File: config.mk
export PLATFORM = sky130hd
export DESIGN_NAME = mux4_scan_ctrl
export DESIGN_NICKNAME = d
export VERILOG_FILES = /design/src/rtl/mux4_scan_pkg.sv /design/src/rtl/mux4_dwell_timer.sv /design/src/rtl/mux4_scan_ctrl.sv
export SDC_FILE = /design/constraint.sdc
export NUM_CORES = 1
export LEC_CHECK = 0
export ABC_CLOCK_PERIOD_IN_PS = 2600
export BUFFER_PORTS_ARGS = -buffer_cell sky130_fd_sc_hd__buf_2
export CORE_MARGIN = 3
export CORE_UTILIZATION = 36
export CTS_CLUSTER_DIAMETER = 200
export DETAILED_ROUTE_END_ITERATION = 10
export PLACE_DENSITY_LB_ADDON = 0.12
export REMOVE_ABC_BUFFERS = 1
export SETUP_SLACK_MARGIN = 0.05
export SLEW_MARGIN = 20
export SYNTH_ARGS = -nofsm -noshare
export SYNTH_HDL_FRONTEND = slang
export SYNTH_HIERARCHICAL = 1
export SYNTH_SLANG_ARGS = --single-unit
File: constraint.sdc
create_clock -name clk -period 2.6 [get_ports clk]
set_input_delay 0.65 -clock clk [delete_from_list [all_inputs] [get_ports clk]]
set_output_delay 0.65 -clock clk [all_outputs]
set_load 0.03 [all_outputs]
File: src/rtl/mux4_scan_pkg.sv
// Shared types and channel-walk helpers for the 4:1 mux scan sequencer.
// Latency: n/a (declarations only). Backpressure: n/a.
package mux4_scan_pkg;

    localparam int NUM_CH = 4;
    localparam int CH_W   = 2;

    typedef enum logic {
        IDLE = 1'b0,
        SCAN = 1'b1
    } scan_state_t;

    // Lowest enabled channel; the first one visited in a frame.
    function automatic logic [CH_W-1:0] first_ch(input logic [NUM_CH-1:0] mask);
        logic [CH_W-1:0] c;
        c = '0;
        for (int i = NUM_CH - 1; i >= 0; i--) begin
            if (mask[i]) c = CH_W'(i);
        end
        return c;
    endfunction

    // Highest enabled channel; leaving it ends the frame.
    function automatic logic [CH_W-1:0] last_ch(input logic [NUM_CH-1:0] mask);
        logic [CH_W-1:0] c;
        c = '0;
        for (int i = 0; i < NUM_CH; i++) begin
            if (mask[i]) c = CH_W'(i);
        end
        return c;
    endfunction

    function automatic logic [CH_W-1:0] next_ch(input logic [NUM_CH-1:0] mask,
                                                input logic [CH_W-1:0]   ch);
        logic [CH_W-1:0] c;
        logic            found;
        c     = ch;
        found = 1'b0;
        for (int i = 0; i < NUM_CH; i++) begin
            if (!found && (i > int'(ch)) && mask[i]) begin
                c     = CH_W'(i);
                found = 1'b1;
            end
        end
        return c;
    endfunction

endpackage

File: src/rtl/mux4_dwell_timer.sv
// Per-channel dwell counter 0..DWELL-1 with settle/last strobes.
// Latency: strobes are combinational from the count. Backpressure: none.
module mux4_dwell_timer #(
    parameter int DWELL  = 4,
    parameter int SETTLE = 1
) (
    input  logic clk,
    input  logic rst,
    input  logic clr,
    input  logic en,
    output logic at_settle,
    output logic at_last
);

    logic [7:0] dwell_cnt;

    assign at_settle = (dwell_cnt == 8'(SETTLE));
    assign at_last   = (dwell_cnt == 8'(DWELL - 1));

    always_ff @(posedge clk) begin
        if (rst || clr) begin
            dwell_cnt <= '0;
        end else if (en) begin
            dwell_cnt <= at_last ? 8'd0 : dwell_cnt + 8'd1;
        end
    end

endmodule

File: src/rtl/mux4_scan_ctrl.sv
// Walks {s1,s0} over the mux channels and publishes each frame; CH_MASK_EN adds ch_mask.
// Latency: frame result registered one cycle after its last dwell. Backpressure: none, free-running.
module mux4_scan_ctrl
    import mux4_scan_pkg::*;
#(
    parameter int DWELL  = 4,
    parameter int SETTLE = 1
) (
    input  logic              clk,
    input  logic              rst,
    input  logic              start,
    input  logic              stop,
    input  logic              mux_out,
`ifdef CH_MASK_EN
    input  logic [NUM_CH-1:0] ch_mask,
`endif
    output logic              s0,
    output logic              s1,
    output logic [NUM_CH-1:0] sample,
    output logic              sample_valid,
    output logic              busy,
    output logic [7:0]        frame_cnt
);

    scan_state_t       state_q, state_d;
    logic [CH_W-1:0]   ch_q, ch_d;
    logic [NUM_CH-1:0] shadow_q, shadow_d;
    logic [NUM_CH-1:0] sample_q, sample_d;
    logic [NUM_CH-1:0] mask_q, mask_d;
    logic [NUM_CH-1:0] mask_in, frame_bits;
    logic              stop_pend_q, stop_pend_d;
    logic              valid_q, valid_d;
    logic [7:0]        fcnt_q, fcnt_d;
    logic              tmr_clr, tmr_en, at_settle, at_last;

`ifdef CH_MASK_EN
    assign mask_in = ch_mask;
`else
    assign mask_in = '1;
`endif

    mux4_dwell_timer #(.DWELL(DWELL), .SETTLE(SETTLE)) u_timer (
        .clk       (clk),
        .rst       (rst),
        .clr       (tmr_clr),
        .en        (tmr_en),
        .at_settle (at_settle),
        .at_last   (at_last)
    );

    always_comb begin
        state_d     = state_q;
        ch_d        = ch_q;
        shadow_d    = shadow_q;
        sample_d    = sample_q;
        mask_d      = mask_q;
        stop_pend_d = stop_pend_q;
        valid_d     = 1'b0;
        fcnt_d      = fcnt_q;
        tmr_clr     = 1'b0;
        tmr_en      = 1'b0;
        frame_bits  = shadow_q;
        case (state_q)
            IDLE: begin
                if (start && (|mask_in)) begin
                    state_d     = SCAN;
                    ch_d        = first_ch(mask_in);
                    mask_d      = mask_in;
                    shadow_d    = '0;
                    stop_pend_d = stop;
                    tmr_clr     = 1'b1;
                end
            end
            SCAN: begin
                tmr_en = 1'b1;
                if (stop) stop_pend_d = 1'b1;
                // Merging the live sample here covers SETTLE == DWELL-1 on the last channel.
                if (at_settle) frame_bits[ch_q] = mux_out;
                shadow_d = frame_bits;
                if (at_last) begin
                    if (ch_q == last_ch(mask_q)) begin
                        sample_d = frame_bits & mask_q;
                        valid_d  = 1'b1;
                        fcnt_d   = fcnt_q + 8'd1;
                        shadow_d = '0;
                        if (stop_pend_q || (mask_in == '0)) begin
                            state_d     = IDLE;
                            ch_d        = '0;
                            stop_pend_d = 1'b0;
                        end else begin
                            ch_d   = first_ch(mask_in);
                            mask_d = mask_in;
                        end
                    end else begin
                        ch_d = next_ch(mask_q, ch_q);
                    end
                end
            end
            default: state_d = IDLE;
        endcase
    end

    always_ff @(posedge clk) begin
        if (rst) begin
            state_q     <= IDLE;
            ch_q        <= '0;
            shadow_q    <= '0;
            sample_q    <= '0;
            mask_q      <= '1;
            stop_pend_q <= 1'b0;
            valid_q     <= 1'b0;
            fcnt_q      <= '0;
        end else begin
            state_q     <= state_d;
            ch_q        <= ch_d;
            shadow_q    <= shadow_d;
            sample_q    <= sample_d;
            mask_q      <= mask_d;
            stop_pend_q <= stop_pend_d;
            valid_q     <= valid_d;
            fcnt_q      <= fcnt_d;
        end
    end

    // ch_q is forced to 0 on every return to IDLE, so it drives the selects directly.
    assign s0           = ch_q[0];
    assign s1           = ch_q[1];
    assign sample       = sample_q;
    assign sample_valid = valid_q;
    assign busy         = (state_q == SCAN);
    assign frame_cnt    = fcnt_q;

endmodule

Word-level counts from Yosys, hierarchy flattened
Cells that the tools add are included.
- add/sub/neg operators: 2
- $lt $le $gt $ge: 5
- equal/unequal tests: 8
- multiplexer cells: 49
- bitwise operators: 3
- reduce and logical (&&, ||, !) cells: 13
- operators with widths (kind ; number):
    $mux 4 ; 9
    $mux 1 ; 22
    $mux 2 ; 10
    $add 8x1->8 const B ; 2
    $pmux 4 s2 ; 2
    $eq 8x1->1 const B ; 1
    $eq 8x2->1 const B ; 1
    $mux 8 ; 1
    $logic_and 1x1->1 ; 6
    $reduce_and 3->1 ; 2
    $ne 5x1->1 const B ; 1
    $and 4x4->4 ; 1
    $bwmux 4 ; 1
    $gt 2x2->1 const A ; 2
    $ne 2x1->1 const B ; 2
    $ne 2x2->1 const B ; 2
    $pmux 1 s2 ; 2
    $pmux 2 s2 ; 1
    $reduce_and 4->1 ; 1
    $lt 2x3->1 const B ; 1
    $reduce_or 3->1 ; 1
    $demux 1 s2 ; 1
    $eq 2x2->1 ; 1
    $ge 2x1->1 const B ; 1
    other kinds (4) ; 6
- bits in registers: 33
- bits of input ports: 5

Longest topological paths before layout
Gate-level depths: netlist (run 1).
- depth after elaboration: 23
- depth in mapped cells: 7
- gate-level depth less buffers: 6

By module
The synthesis (run 1) kept the hierarchy.
- by module, submodules not included (module ; instances ; cells an instance ; area each (µm²)):
    mux4_scan_ctrl ; 1 ; 108 ; 982.2
    mux4_dwell_timer ; 1 ; 48 ; 441.7

Worst setup path after synthesis (run 1)
Ideal clock, no wire load.
- kind: reg-to-reg
- start point: reg u_timer.dwell_cnt[3]
- end point: reg fcnt_q[7] (netlist: frame_cnt[7])
- library setup time: 71 ps
- arrival: 2101 ps
- data required time: 2529 ps
- slack: 428 ps
- cell stages (with the launch flop): 7
- path buffers: 1
- period minus slack after synthesis: 2172 ps
- cell sequence: dfxtp_1 -> or4_4 -> nor4b_4 -> buf_6 -> nand3_4 -> or4_1 -> a21oi_1
- longest elaborated chain between the ends: 2
- ends and longest elaborated chain (element ; line ; source):
    start, declared ; mux4_dwell_timer.sv:15 ; logic [7:0] dwell_cnt;
    start signal, assigned ; mux4_dwell_timer.sv:24 ; dwell_cnt <= at_last ? 8'd0 : dwell_cnt + 8'd1;
    $eq 8x2->1 ; mux4_dwell_timer.sv:18 ; assign at_last = (dwell_cnt == 8'(DWELL - 1));
    via at_last ; mux4_scan_ctrl.sv:34 ; logic tmr_clr, tmr_en, at_settle, at_last;
    $reduce_and 3->1 (no line) ; n/a ;
    end signal, assigned ; mux4_scan_ctrl.sv:121 ; fcnt_q <= fcnt_d;
    end, declared ; mux4_scan_ctrl.sv:33 ; logic [7:0] fcnt_q, fcnt_d;
The timed path passes the listed nets, and every way through them passes these cells.
A chain may end at the register's enable or synchronous reset.

Worst setup path after layout (run 1)
- start point: reg u_timer.dwell_cnt[3]
- end point: reg fcnt_q[6] (netlist: frame_cnt[6])
The elaborated chain is that of the path after synthesis.

==> impl_metrics.env, run 1 <==
export IMPL_status="completed"
export IMPL_synth_fa_ha_area_frac=0.0703
export IMPL_cellPowerDensity_nw_per_um2=526
export IMPL_final_common_cell="dfxtp_1"
export IMPL_pwr_share_clk=0.419
export IMPL_post_cts_buffers=0
export IMPL_min_to="shadow_q[1]$_SDFFE_PP0P_"
export IMPL_required_ps=2800
export IMPL_yosysWarningCount=6
export IMPL_grt_pass1_vias=1184
export IMPL_layout_common_cells="dfxtp_1, buf_2, nand2_1"
export IMPL_grt_max_degree=23
export IMPL_grtUsageTotal=0.149
export IMPL_end_kind="flop"
export IMPL_cts_tree="done"
export IMPL_start_util=0.380
export IMPL_ys_seq_area_frac=0.408
export IMPL_drc=0
export IMPL_swShare=0.221
export IMPL_setup_tns_ps=0
export IMPL_die_area_um2=4750
export IMPL_avgSynthCellArea_um2=9.13
export IMPL_power_net_switching_mw=0.193
export IMPL_seq_area_um2=581
export IMPL_maxSlewViolCount=0
export IMPL_postPlaceCellArea_um2=1570
export IMPL_hold_path_startpoint="shadow_q[1]$_SDFFE_PP0P_"
export IMPL_slew_headroom=0.535
export IMPL_ant_nets=0
export IMPL_wl_um=3020
export IMPL_vdd_drop_max_v=0.000335
export IMPL_grt_setup_unrepaired="no"
export IMPL_min_path_type="reg2reg"
export IMPL_seqPwrFrac=0.527
export IMPL_p_int_mw=0.678
export IMPL_tightest_slew_ps=696
export IMPL_worst_r2r_endpoint="frame_cnt[6]$_SDFFE_PP0P_"
export IMPL_max_freq_ghz=0.437
export IMPL_place_detailed_hpwl_um=2190
export IMPL_io_buffers=20
export IMPL_post_drt_wl_per_cell_um=13.3
export IMPL_hold_depth=2
export IMPL_criticalPathCategory="reg2reg"
export IMPL_drive_gt1_frac=0.201
export IMPL_fin_ws_ps=314
export IMPL_cap_violations=0
export IMPL_hold_viol=0
export IMPL_post_route_min_period_ps=2290
export IMPL_leakage_nw=0.643
export IMPL_gp_congestion=0.742
export IMPL_drt_iter0_drc=41
export IMPL_antenna_found_initial=0
export IMPL_h_tree_depth=2
export IMPL_setup_violations=0
export IMPL_core_rowCount=22
export IMPL_cts_buffer_depth=2
export IMPL_post_cts_resized=0
export IMPL_fillers=397
export IMPL_grt_overflow_total=0
export IMPL_synth_xor_area_share=0.0246
export IMPL_synth_area_mux_share=0.0431
export IMPL_final_area_um2=1660
export IMPL_multi_input_area_um2=776
export IMPL_netlist_instances=156
export IMPL_clock_latency_ps=270
export IMPL_die_width_um=68.9
export IMPL_ios=21
export IMPL_fin_crit_sh=0.879
export IMPL_regToRegSetupSlack_ps=310
export IMPL_grt_first_pass_wirelength_um=5220
export IMPL_ys_ff_latch=29
export IMPL_synth_top_family_by_area="simple AND/OR/NAND/NOR gates"
export IMPL_die_height_um=68.9
export IMPL_synth_area_um2=1420
export IMPL_synth_compound_area_frac=0.172
export IMPL_reg2reg_depth=5
export IMPL_netlist_cell_type_count=39
export IMPL_combinationalPowerShare=0.053
export IMPL_syn_to_final_growth_pct=16.3
export IMPL_critical_path_arrival_ps=2480
export IMPL_clk_pin_slew_ps=60
export IMPL_preCtsSetupSlack_ps=321
export IMPL_crit_fanout=10
export IMPL_vias_per_cell=5.28
export IMPL_r2r_start="u_timer/dwell_cnt[3]$_SDFFE_PP0P_"
export IMPL_nets=192
export IMPL_synth_simple_gate_area_frac=0.235
export IMPL_core_um2=3740
export IMPL_holdBufCountCts=0
export IMPL_crit_path_start_kind="flop"
export IMPL_clock_skew_ps=2.03
export IMPL_vias=1199
export IMPL_cts_buffers_inserted=5
export IMPL_drtPass1Iterations=4
export IMPL_root_buffer="clkbuf_8"
export IMPL_diodes=0
export IMPL_cts_sinks=29
power by group through the flow:
| stage | Clock, mW | Combinational (mW) | Sequential, mW |
|---|---|---|---|
| floorplan | 0 | 0.0231 | 0.469 |
| global placement | 0 | 0.0443 | 0.468 |
| detailed placement | 0 | 0.0457 | 0.468 |
| CTS | 0.377 | 0.0462 | 0.458 |
| global route | 0.394 | 0.0515 | 0.460 |
| finish | 0.365 | 0.0464 | 0.459 |
metal layers:
metal,GRT usage,vias to the layer above,share of wire
li1,-,608,-
met1,0.179,568,0.48
met2,0.245,16,0.48
met3,0.0470,7,0.026
met4,0.0584,0,0.016
met5,0,-,0
sequential cells by signal (all words and copies together) (netlist names):
name and count:
u_timer/dwell_cnt 8, sample 4, shadow_q 4, ch_q 2, busy 1, frame_cnt 8, stop_pend_q 1, sample_valid 1
worst max-delay path by stage:
| stage | start | to | slack [ps] | depth (start not counted) |
|---|---|---|---|---|
| detailed placement | u_timer/dwell_cnt[3]$_SDFFE_PP0P_ | frame_cnt[7]$_SDFFE_PP0P_ | 320 | 5 |
| finish | u_timer/dwell_cnt[3]$_SDFFE_PP0P_ | frame_cnt[6]$_SDFFE_PP0P_ | 310 | 5 |
| global route | u_timer/dwell_cnt[3]$_SDFFE_PP0P_ | frame_cnt[6]$_SDFFE_PP0P_ | 180 | 5 |
| floorplan | u_timer/dwell_cnt[3]$_SDFFE_PP0P_ | frame_cnt[4]$_SDFFE_PP0P_ | 260 | 5 |
| CTS | u_timer/dwell_cnt[3]$_SDFFE_PP0P_ | frame_cnt[6]$_SDFFE_PP0P_ | 310 | 5 |
| global placement | u_timer/dwell_cnt[3]$_SDFFE_PP0P_ | frame_cnt[7]$_SDFFE_PP0P_ | 390 | 5 |
cell type report:
type,count,share of cell area
multi-input cells,113,0.469
flip-flops and latches,29,0.351
repair buffers,24,0.0786
inverters,6,0.0136
clock buffers,7,0.0522
well taps,48,0.0363
kinds of logic after synthesis:
logic type / after synthesis
buffers and inverters: 14
flip-flops: 29
AND/OR/NAND/NOR: 60
XOR/XNOR: 4
adder cells (fa/ha/maj): 8
multiplexers: 6
AO/OA/AOI/OAI: 35
stage by stage:
step	hold WS (ps)	total power, mW	instances	utilization
2_1_floorplan	425	0.492	148	-
3_3_place_gp	437	0.512	220	0.419
3_5_place_dp	453	0.514	220	0.419
4_1_cts	469	0.882	227	0.442
5_1_grt	510	0.905	227	0.442
6_report	468	0.870	227	0.442
worst max-delay path, cell delays in order, from the launching register on:
cell and delay, ps:
dfxtp_1 360, or4_4 590, nor4b_4 400, nand3_4 170, or4_1 540, a21oi_1 160
cells in the mapped netlist:
cell type  number  share of area
dfxtp_1        29           0.41
nand2_1        16          0.042
nor2_1         15          0.040
a21oi_1         9          0.032
o21ai_0         9          0.032
ha_1            8          0.070
inv_1           6          0.016
nand4_1         6          0.026
a211oi_1        5          0.026
mux2i_1         5          0.035
nand3_1         4          0.014
or3_1           4          0.018
buf_2           3          0.011
clkbuf_1        3         0.0079
o31ai_1         3          0.016
or4_1           3          0.016
xor2_1          3          0.018
a32oi_1         2          0.012
nand3b_1        2          0.011
nor2b_1         2         0.0088
a221oi_1        1         0.0062
a41o_1          1         0.0070
a41oi_1         1         0.0062
and3_1          1         0.0044
buf_4           1         0.0053
buf_6           1         0.0079
mux2_2          1         0.0079
nand2b_1        1         0.0044
nand3_4         1          0.012
nor3_1          1         0.0035
nor4b_1         1         0.0062
nor4b_4         1          0.017
o2111ai_1       1         0.0062
o21bai_1        1         0.0053
o22ai_1         1         0.0044
o41ai_4         1          0.019
or2_2           1         0.0044
or4_4           1         0.0079
xnor2_1         1         0.0062
(Power assumes the default switching activity.)
==> run 2: changes to the inputs <==
CORE_UTILIZATION = 55   (was 36)
SYNTH_HIERARCHICAL = default   (was 1)
==> impl_metrics.env, run 2 <==
export IMPL_die_area_um2=3300
export IMPL_fillers=226
export IMPL_slew_headroom=0.611
export IMPL_gp_congestion=0.816
export IMPL_netlist_cell_type_count=35
export IMPL_avgSynthCellArea_um2=9.15
export IMPL_cpPeakStageDelay_ps=660
export IMPL_clock_skew_ps=11.2
export IMPL_cts_tree="done"
export IMPL_criticalPathCategory="reg2out"
export IMPL_ios=21
export IMPL_vias=1173
export IMPL_layout_common_cells="dfxtp_1, nor2_1, buf_2"
export IMPL_place_detailed_hpwl_um=2030
export IMPL_critical_path_arrival_ps=1280
export IMPL_setup_violations=0
export IMPL_drtPass1Iterations=4
export IMPL_synth_area_um2=1460
export IMPL_die_width_um=57.4
export IMPL_yosys_top_cells_count="dfxtp_1, nor2_1, nand2_1, nand4_1, ha_1"
export IMPL_netlist_instances=159
export IMPL_leakage_nw=0.682
export IMPL_grt_first_pass_wirelength_um=4680
export IMPL_multi_input_area_um2=810
export IMPL_clk_pin_slew_ps=100
export IMPL_synth_area_leader_cell="dfxtp_1"
export IMPL_max_freq_ghz=0.518
export IMPL_maxSlewViolCount=0
export IMPL_core_rowCount=18
export IMPL_vias_per_cell=5.56
export IMPL_clock_latency_ps=330
export IMPL_cap_violations=0
export IMPL_vdd_drop_max_v=0.000471
export IMPL_post_drt_wl_per_cell_um=13.1
export IMPL_core_um2=2500
export IMPL_async_flop_share=0
export IMPL_cts_buffers_inserted=5
export IMPL_nets=194
export IMPL_post_cts_buffers=0
export IMPL_h_tree_depth=2
export IMPL_io_buffers=20
export IMPL_syn_to_final_growth_pct=10.6
export IMPL_final_common_cell="dfxtp_1"
export IMPL_cellPowerDensity_nw_per_um2=470
export IMPL_synth_edf_count=0
export IMPL_timing_hold_ws_ps=456
export IMPL_synth_flop_cell="dfxtp_1"
export IMPL_preCtsSetupSlack_ps=721
export IMPL_drive_gt1_frac=0.199
export IMPL_min_path_type="reg2reg"
export IMPL_fin_ws_ps=669
export IMPL_ys_seq_area_frac=0.399
export IMPL_tightest_slew_ps=578
export IMPL_grtUsageTotal=0.182
export IMPL_synth_area_leaders="dfxtp_1, ha_1, nor2_1"
export IMPL_path_cells="buf_2"
export IMPL_status="completed"
export IMPL_crit_family="flip-flops"
export IMPL_die_height_um=57.4
export IMPL_path_buf_inv=1
export IMPL_cts_buffer_depth=2
export IMPL_crit_fanout=16
export IMPL_synth_top_area_frac=0.399
export IMPL_total_power_mw=0.756
export IMPL_yosysWarningCount=0
export IMPL_post_route_min_period_ps=1930
export IMPL_yosysMostFrequentCell="dfxtp_1"
export IMPL_setup_tns_ps=0
export IMPL_start_util=0.582
export IMPL_cts_sinks=29
export IMPL_ant_nets=0
export IMPL_grt_pass1_vias=1052
export IMPL_diodes=0
export IMPL_wl_um=2760
export IMPL_final_area_um2=1610
export IMPL_postPlaceCellArea_um2=1550
export IMPL_crit_path_start_kind="flop"
export IMPL_fin_crit_sh=0.743
export IMPL_grt_overflow_total=0
export IMPL_holdBufCountCts=0
export IMPL_end_kind="output port"
export IMPL_grt_max_degree=26
export IMPL_post_cts_resized=0
export IMPL_drt_iter0_drc=37
export IMPL_required_ps=1950
export IMPL_seq_area_um2=581
export IMPL_drc=0
export IMPL_root_buffer="clkbuf_4"
export IMPL_ys_ff_latch=29
export IMPL_grt_setup_unrepaired="no"
export IMPL_antenna_found_initial=0
export IMPL_hold_viol=0
export IMPL_cp_slowest_cell="dfxtp_1"
[run 2: cell types whose count changed in the layout (fill, tap and decap cells not counted), sizes merged, moves of 3 or more]
cell and change:
and4 +3, xor2 +3, nand2 -5, xnor2 +4
a21oi -7, buf -3, and3 +4, o31ai -3
or3 -3, nor2 +11, o21ai -3, a211o +3
nand4 +6
[run 2: layout make-up]
type | instances | area share
clock inverters | 3 | 0.0109
multi-input cells | 118 | 0.503
well taps | 30 | 0.0233
inverters | 5 | 0.0117
repair buffers | 21 | 0.0669
clock buffers | 5 | 0.0233
flip-flops and latches | 29 | 0.361
[run 2: per-stage QoR]
| step | utilization | cells |
|---|---|---|
| 2_1_floorplan | - | 152 |
| 3_3_place_gp | 0.622 | 203 |
| 3_5_place_dp | 0.622 | 203 |
| 4_1_cts | 0.644 | 211 |
| 5_1_grt | 0.644 | 211 |
| 6_report | 0.644 | 211 |
[run 2: worst paths after layout]
check / endpoint / slack, ps / cells after the start / from
setup / recovery: busy / 670 / 1 / busy$_SDFF_PP0_
hold / removal: shadow_q[0]$_SDFFE_PP0P_ / 460 / 2 / shadow_q[0]$_SDFFE_PP0P_
setup reg to reg: frame_cnt[1]$_SDFFE_PP0P_ / 730 / 5 / ch_q[0]$_SDFFE_PP0P_
hold reg to reg: shadow_q[0]$_SDFFE_PP0P_ / 460 / 2 / shadow_q[0]$_SDFFE_PP0P_
[run 2: cell families (layout without fill, tap and decap cells)]
kind of cell / after synthesis / count (layout) / share of synthesized area
simple gates: 70 / 70 / 0.268
mux: 6 / 6 / 0.0421
compound gates: 22 / 22 / 0.102
flops: 29 / 29 / 0.399
fa+ha+maj: 9 / 9 / 0.0774
buf+inv: 12 / 34 / 0.0447
xor+xnor: 11 / 11 / 0.0662
[run 2: report_power, final]
group / leakage [nW] / internal (mW) / switching, mW
sequential: 0.234 / 0.448 / 0.00777
clock: 0.0310 / 0.102 / 0.161
combinational: 0.417 / 0.0133 / 0.0239
[run 2: routing by layer]
metal	wire, µm	track usage
met1	1320	0.236
met2	1300	0.285
met3	127	0.0543
met4	8	0.0695
met5	0	0
==> run 3: changes to the inputs <==
ABC_CLOCK_PERIOD_IN_PS = 2000   (was 2600)
clock period = 2 ns   (was 2.6 ns; I/O delays follow)
==> impl_metrics.env, run 3 (synthesis results as in run 2) <==
export IMPL_status="completed"
export IMPL_gp_congestion=0.847
export IMPL_grt_setup_unrepaired="no"
export IMPL_start_util=0.582
export IMPL_drt_iter0_drc=24
export IMPL_hold_viol=0
export IMPL_r2r_start="ch_q[0]$_SDFFE_PP0P_"
export IMPL_core_rowCount=18
export IMPL_die_width_um=57.4
export IMPL_die_area_um2=3300
export IMPL_cpPeakStageDelay_ps=430
export IMPL_crit_fanout=6
export IMPL_total_power_mw=1.05
export IMPL_drc=0
export IMPL_final_common_cell="dfxtp_1"
export IMPL_layout_common_cells="dfxtp_1, nor2_1, buf_2"
export IMPL_h_tree_depth=2
export IMPL_cts_buffer_depth=2
export IMPL_ant_nets=0
export IMPL_postPlaceCellArea_um2=1580
export IMPL_core_um2=2500
export IMPL_hold_path_startpoint="shadow_q[1]$_SDFFE_PP0P_"
export IMPL_drtPass1Iterations=4
export IMPL_maxSlewViolCount=0
export IMPL_cts_tree="done"
export IMPL_setup_tns_ps=0
export IMPL_regToRegSetupSlack_ps=240
export IMPL_setup_violations=0
export IMPL_final_area_um2=1650
export IMPL_max_freq_ghz=0.569
export IMPL_clock_skew_ps=7.79
export IMPL_slew_headroom=0.701
export IMPL_io_buffers=20
export IMPL_cellPowerDensity_nw_per_um2=635
export IMPL_vdd_drop_max_v=0.000600
export IMPL_crit_family="simple AND/OR/NAND/NOR gates"
export IMPL_grtUsageTotal=0.195
export IMPL_wl_um=2900
export IMPL_criticalPathCategory="reg2reg"
export IMPL_clock_latency_ps=330
export IMPL_root_buffer="clkbuf_4"
export IMPL_critical_path_arrival_ps=2030
export IMPL_path_buf_inv=1
export IMPL_post_drt_wl_per_cell_um=13.6
export IMPL_nets=196
export IMPL_place_detailed_hpwl_um=2100
export IMPL_required_ps=2270
export IMPL_tightest_slew_ps=449
export IMPL_clk_pin_slew_ps=100
export IMPL_drive_gt1_frac=0.213
export IMPL_post_route_min_period_ps=1760
export IMPL_cts_buffers_inserted=5
export IMPL_diodes=0
export IMPL_ios=21
export IMPL_min_path_type="reg2reg"
export IMPL_holdBufCountCts=0
export IMPL_grt_pass1_vias=1094
export IMPL_die_height_um=57.4
export IMPL_grt_overflow_total=0
export IMPL_grt_max_degree=26
export IMPL_path_cells="ha_1, nor3b_4, buf_4, nand4_4, or4_1, nand2_1"
export IMPL_fin_crit_sh=0.879
export IMPL_syn_to_final_growth_pct=13.6
export IMPL_leakage_nw=0.709
export IMPL_cp_slowest_cell="dfxtp_1"
export IMPL_vias_per_cell=5.75
export IMPL_antenna_found_initial=0
export IMPL_vias=1224
export IMPL_cap_violations=0
export IMPL_crit_path_start_kind="flop"
export IMPL_crit_start="ch_q[0]$_SDFFE_PP0P_"
export IMPL_grt_first_pass_wirelength_um=4970
export IMPL_end_kind="flop"
export IMPL_cts_sinks=29
-- run 3: routing by layer --
layer,part of all wire,vias up,track usage
met5,0,-,0
met4,0.018,0,0.0927
met3,0.040,8,0.0701
met2,0.49,28,0.310
met1,0.46,583,0.233
li1,-,605,-
-- run 3: final cells by class --
type / count / area [µm²]
Timing Repair Buffer: 23 / 135
Inverter: 5 / 18.8
Clock buffer: 7 / 65.1
Fill cell: 215 / 847
Sequential cell: 29 / 581
Multi-Input combinational cell: 118 / 811
Clock inverter: 1 / 5.00
Tap cell: 30 / 37.5
-- run 3: timing repair --
item | in CTS | in global routing
buffers inserted | 0 | 0
endpoints found under the setup margin | 0 | 4
resized for setup | 0 | 1
-- run 3: through the flow --
stage                     instances  hold WS, ps   util  worst slack, ps
after detailed placement        205          445  0.633              187
after floorplan                 152          425      -              106
after CTS                       213          467  0.661              165
final                           213          462  0.661              241
after global routing            213          495  0.661             63.3
after global placement          205          436  0.633              270
-- run 3: final timing paths --
| kind | end | cells past startpoint |
|---|---|---|
| setup / recovery | frame_cnt[7]$_SDFFE_PP0P_ | 6 |
| hold / removal | shadow_q[1]$_SDFFE_PP0P_ | 2 |
| setup reg to reg | frame_cnt[7]$_SDFFE_PP0P_ | 6 |
| hold reg to reg | shadow_q[1]$_SDFFE_PP0P_ | 2 |
-- run 3: power by group --
part           internal, mW  leakage [nW]  switching [mW]
Combinational        0.0193         0.433          0.0359
Sequential            0.582         0.234         0.00575
Clock                 0.203        0.0413           0.203
-- run 3: worst min-delay path: cells and delay by family, from the launching register on --
family / cells / cell delay [ps]
DFF: 1 / 330
and+or+nand+nor: 1 / 40
AOI/OAI and AO/OA: 1 / 60
